## src/rtl/fifo_arb_pkg.sv

```systemverilog
// rtl/fifo_arb_pkg.sv - shared types and helpers for the FIFO write-port arbiter
// Purpose: FSM state encoding, index-width helper and one-hot decoder used by
//          fifo_wr_arbiter and rr_pick.
// Ports:   none (package).
package fifo_arb_pkg;

  typedef enum logic {
    IDLE  = 1'b0,
    BURST = 1'b1
  } state_e;

  // Widest requester vector the one-hot helper can produce; callers cast down.
  localparam int unsigned ONEHOT_W = 32;

  // Index width for n requesters; never below 1 bit.
  function automatic int unsigned idx_width(input int unsigned n);
    return (n > 1) ? $clog2(n) : 1;
  endfunction

  function automatic logic [ONEHOT_W-1:0] onehot(input int unsigned idx);
    return ONEHOT_W'(1) << idx;
  endfunction

endpackage

```

## src/rtl/fifo_wr_arbiter_rr_pick.sv

```systemverilog
// rtl/fifo_wr_arbiter_rr_pick.sv - combinational round-robin requester picker
// Purpose: choose the first requester with req=1 searching last_owner+1,
//          last_owner+2, ... (mod NREQ).
// Ports:   req        in   NREQ   request levels
//          last_owner in   IDX_W  previous grant holder
//          found      out  1      at least one request present
//          idx        out  IDX_W  chosen requester (0 when found=0)
module rr_pick #(
  parameter int unsigned NREQ  = 4,
  parameter int unsigned IDX_W = 2
) (
  input  logic [NREQ-1:0]  req,
  input  logic [IDX_W-1:0] last_owner,
  output logic             found,
  output logic [IDX_W-1:0] idx
);

  // Scan the rotated order from farthest to nearest so the nearest
  // requester after last_owner is the final (winning) assignment. This is the
  // rotate / priority-encode / un-rotate sequence folded into one loop.
  always_comb begin
    found = |req;
    idx   = '0;
    for (int k = NREQ; k >= 1; k--) begin
      if (req[(int'(last_owner) + k) % NREQ]) begin
        idx = IDX_W'((int'(last_owner) + k) % NREQ);
      end
    end
  end

endmodule

```

## src/rtl/fifo_wr_arbiter.sv

```systemverilog
// rtl/fifo_wr_arbiter.sv - round-robin arbiter for the async FIFO write port
// Purpose: grants one requester at a time for bursts of up to BURST_MAX beats,
//          throttles on wfull and counts owner stall cycles (saturating).
// Ports:   wclk, wrst      in   clock, async active-high reset
//          req, req_data   in   per-requester beat-valid and flattened data
//          ack, grant      out  per-requester beat accept, current owner
//          wfull           in   FIFO full flag
//          winc, wdata     out  FIFO write enable and data
//          stall_cnt       out  saturating count of owner-stalled cycles
module fifo_wr_arbiter
  import fifo_arb_pkg::*;
#(
  parameter int unsigned NREQ      = 4,
  parameter int unsigned datawidth = 8,
  parameter int unsigned BURST_MAX = 4,
  parameter int unsigned STALL_W   = 16
) (
  input  logic                      wclk,
  input  logic                      wrst,
  input  logic [NREQ-1:0]           req,
  input  logic [NREQ*datawidth-1:0] req_data,
  output logic [NREQ-1:0]           ack,
  output logic [NREQ-1:0]           grant,
  input  logic                      wfull,
  output logic                      winc,
  output logic [datawidth-1:0]      wdata,
  output logic [STALL_W-1:0]        stall_cnt
);

  localparam int unsigned IDX_W  = idx_width(NREQ);
  localparam int unsigned BEAT_W = $clog2(BURST_MAX) + 1;
  localparam logic [BEAT_W-1:0] LAST_BEAT = BEAT_W'(BURST_MAX - 1);

  state_e             state_q;
  logic [IDX_W-1:0]   owner_q;
  logic [IDX_W-1:0]   last_q;
  logic [NREQ-1:0]    grant_q;
  logic [BEAT_W-1:0]  beat_q;
  logic [STALL_W-1:0] stall_q;

  logic               pick_found;
  logic [IDX_W-1:0]   pick_idx;
  logic               own_req;
  logic               beat_ok;
  logic               stall_now;

  rr_pick #(
    .NREQ  (NREQ),
    .IDX_W (IDX_W)
  ) u_pick (
    .req        (req),
    .last_owner (last_q),
    .found      (pick_found),
    .idx        (pick_idx)
  );

  // grant_q is zero outside BURST, so masking with it also gates ack in IDLE.
  assign own_req   = req[owner_q];
  assign ack       = grant_q & req & {NREQ{~wfull}};
  assign beat_ok   = |ack;
  assign winc      = beat_ok;
  assign wdata     = beat_ok ? req_data[32'(owner_q)*datawidth +: datawidth] : '0;
  assign stall_now = (state_q == BURST) && own_req && wfull;
  assign grant     = grant_q;
  assign stall_cnt = stall_q;

  always_ff @(posedge wclk or posedge wrst) begin
    if (wrst) begin
      state_q <= IDLE;
      owner_q <= '0;
      last_q  <= IDX_W'(NREQ - 1);
      grant_q <= '0;
      beat_q  <= '0;
      stall_q <= '0;
    end else begin
      if (stall_now && !(&stall_q)) begin
        stall_q <= stall_q + 1'b1;
      end
      case (state_q)
        IDLE: begin
          if (pick_found) begin
            owner_q <= pick_idx;
            grant_q <= NREQ'(onehot(32'(pick_idx)));
            beat_q  <= '0;
            state_q <= BURST;
          end
        end
        BURST: begin
          // Either exit leaves one IDLE bubble before the next grant.
          if (!own_req || (beat_ok && beat_q == LAST_BEAT)) begin
            last_q  <= owner_q;
            grant_q <= '0;
            state_q <= IDLE;
          end else if (beat_ok) begin
            beat_q <= beat_q + 1'b1;
          end
        end
        default: state_q <= IDLE;
      endcase
    end
  end

endmodule
```

## config.mk

```make
export PLATFORM = sky130hd
export DESIGN_NAME = fifo_wr_arbiter
export DESIGN_NICKNAME = d
export VERILOG_FILES = /design/src/rtl/fifo_arb_pkg.sv /design/src/rtl/fifo_wr_arbiter_rr_pick.sv /design/src/rtl/fifo_wr_arbiter.sv
export SDC_FILE = /design/constraint.sdc
export NUM_CORES = 1
export LEC_CHECK = 0
export BUFFER_PORTS_ARGS = -buffer_cell sky130_fd_sc_hd__buf_4
export CORE_ASPECT_RATIO = 1.2
export CORE_MARGIN = 10
export CORE_UTILIZATION = 36
export DETAILED_ROUTE_END_ITERATION = 12
export GPL_TIMING_DRIVEN = 0
export HOLD_SLACK_MARGIN = 0.15
export PLACE_DENSITY = 0.72
export SETUP_SLACK_MARGIN = 0.02
export SLEW_MARGIN = 20
export SYNTH_ARGS = -nofsm -noshare
export SYNTH_HDL_FRONTEND = slang
export SYNTH_SLANG_ARGS = --single-unit
```

## constraint.sdc

```tcl
create_clock -name wclk -period 1.8 [get_ports wclk]
set_clock_uncertainty 0.1 [all_clocks]
set_input_delay 0.09 -clock wclk [delete_from_list [all_inputs] [get_ports wclk]]
set_output_delay 0.09 -clock wclk [all_outputs]
set_load 0.01 [all_outputs]
```

==> impl_metrics.toml <==
[sta]
fmax_ghz = 0.557
hold_viol_final = 0
drv_slew = 0
grt_setup_unrepaired = "yes"
worst_slew_pin_slew_ns = 0.687
min_period_over_period_pct = 99.7
tns_ns = 0
slew_headroom_pct = 53.7
setup_viol = 0
min_period_ns = 1.79

[worst_hold_path]
hold_path.class = "input pin to register"

[die]
die_area_sq_um = 8180
die_width_um = 84.2
initial_core_util_pct = 36.6
io_pins = 72
rows = 28
die_h_um = 97.1
core_sq_um = 4870

[synth]
synth_top_area_cell = "dfrtp_1"
syn_avg_cell_area_sq_um = 10.6
ys_seq_area_share_pct = 39.4
ys_seq_elements = 28
ys_async_sr_fraction_pct = 100
yosys_warnings = 0
synth_area_sq_um = 1780
ys.flop_type = "dfrtp_1"
yosysTopAreaCellShare_pct = 36.5
synth_cell_types = 41
syn_nets = 211
synth_cells = 169
synth_area_leaders = "dfrtp_1 36%, mux4_2 11%, xor2_1 7.4%"
synth_edf_count = 0

[drt]
drc = 0
vias = 1729
dr.pass1.iters = 4
viasPerCell = 5.40
wl_mm = 5.48
antenna_left = 0
first_iter_violations = 63
wire_per_inst_um = 17.1

[setup_path]
critical_path_arrival_ns = 1.60
worstSetupEndpointType = "output port"
worst-path-max-fanout = 5
crit_type = "register to output port"
required_ns = 1.61
start_kind = "register"

[power_and_ir_drop]
combPwrFrac_pct = 53.8
switching_share_pct = 36.1
vdd_ir_drop_max_v = 0.000683
pwr-share-seq_pct = 30.9
power.net_switching_mw = 1.19
leakage_nw = 1.33
intPower_mw = 2.11
power_mw = 3.30
pwr-share-clk_pct = 15.3
power_density_nw_per_um2 = 1170

[placed_design]
placedCellCount = 299
dp_hpwl_mm = 4.02
gp_congestion = 0.865
port_buffers = 70

[layout]
fin_cells = 320
final_cell_mix = "76 x buf_4, 25 x dfrtp_1, 15 x nand2_1, 15 x xor2_1, 12 x buf_6"
syn_to_final_growth_pct = 58.4
diodes = 0
layout-drive-gt1-share_pct = 51.9
nNetsFinal = 303
layout_commonest_cell = "buf_4"

[global_routing]
first_global_vias = 1716
grtUsageMet1_pct = 16.0
grt_busiest_layer = "met2"
met3_usage_pct = 3.10
grt-ovfl-total = 0
grt_antenna_before_repair = 0
grtUsageTotal_pct = 12.2
grt_pass1_wl_mm = 8.60
grt_max_degree = 29
met2_usage_pct = 19.5

[cts]
clock_path_buffers = 2
cts_root_buffer = "clkbuf_8"
clk_pin_slew_worst_paths_ns = 0.10
cts_tree = "built"
numCtsBuffers = 3
clock-sinks = 28
ctsHtreeMaxLevel = 1
clock_latency_ns = 0.28

[flow_run]
maxCapViolations = 0

[status]
outcome = "completed"
## critical path, stage by stage (launching register included)
cell	delay [ns]
dfrtp_2	0.41
buf_6	0.15
mux4_2	0.49
nor2b_1	0.14
buf_4	0.14
## routing by layer
metal  routed length [um]  vias to the layer above
li1                     -                      815
met1                 2540                      826
met2                 2470                       78
met3                  398                       10
met4                   75                        0
met5                    0                        -
## cells in the mapped netlist, drive strengths merged (5+ instances only)
cell type	number
nand3	9
clkbuf	5
nor2	8
mux4	9
nor3	10
xor2	15
dfrtp	26
nand4	7
o211ai	6
nor2b	8
nand2	16
inv	7
## sequential cells by signal, indices dropped and copies added, names as in the netlist
register	flops
beat_q	3
state_q	1
owner_q	2
stall_cnt	16
last_q	2
grant	4
## power by group through the flow
stage | Clock, mW | Combinational, mW | Sequential (mW)
5_1_grt | 0.537 | 1.93 | 1.04
2_1_floorplan | 0 | 0.892 | 1.00
6_report | 0.503 | 1.78 | 1.02
3_5_place_dp | 0 | 1.39 | 1.01
3_3_place_gp | 0 | 1.37 | 1.00
4_1_cts | 0.503 | 1.62 | 0.984
## metrics by stage
step                      util [%]  hold WS [ns]  worst slack (ns)  area (sq um)
after CTS                     53.5         0.145           -0.0469          2610
after global placement        48.9         0.316            -0.156          2380
final                         58.0         0.164           0.00518          2820
after floorplan                  -        0.0539           0.00554          1780
after detailed placement      48.9         0.318            -0.161          2380
after global routing          58.0         0.183           -0.0591          2820
## final cells by class
class	instances	area (sq um)
Buffer	6	40.0
Clock buffer	3	41.3
Clock inverter	1	30.0
Fill cell	398	2050
Inverter	7	26.3
Multi-Input combinational cell	127	1200
Sequential cell	28	704
Tap cell	60	75.1
Timing Repair Buffer	88	703
## final timing paths
path	end	from	cells past startpoint	slack [ns]
setup / recovery	wdata[3]	owner_q[0]	4	0.005
hold / removal	grant[3]	req[2]	4	0.16
setup reg to reg	stall_cnt[1]	owner_q[0]	4	0.005
hold reg to reg	stall_cnt[15]	stall_cnt[15]	1	0.41
max in group asynchronous	owner_q[0]	wrst	3	0.85
min in group asynchronous	stall_cnt[2]	wrst	3	0.33
## logic make-up after synthesis
group | Yosys count | synth area share (%)
simple gates | 72 | 23.6
mux | 13 | 14.0
xor+xnor | 15 | 7.37
flops | 28 | 39.4
fa+ha+maj | 3 | 2.11
buf+inv | 14 | 3.02
compound gates | 24 | 10.5
## what timing repair did
item	4_1_cts	5_1_grt
gates cloned	1	0
setup buffers	9	6
gates resized for setup	15	37
pin swaps	4	12
endpoints found under the setup margin	21	35
hold buffers	2	0
endpoints found under the hold margin	28	0
No activity file was read; power rests on OpenSTA's default activity.
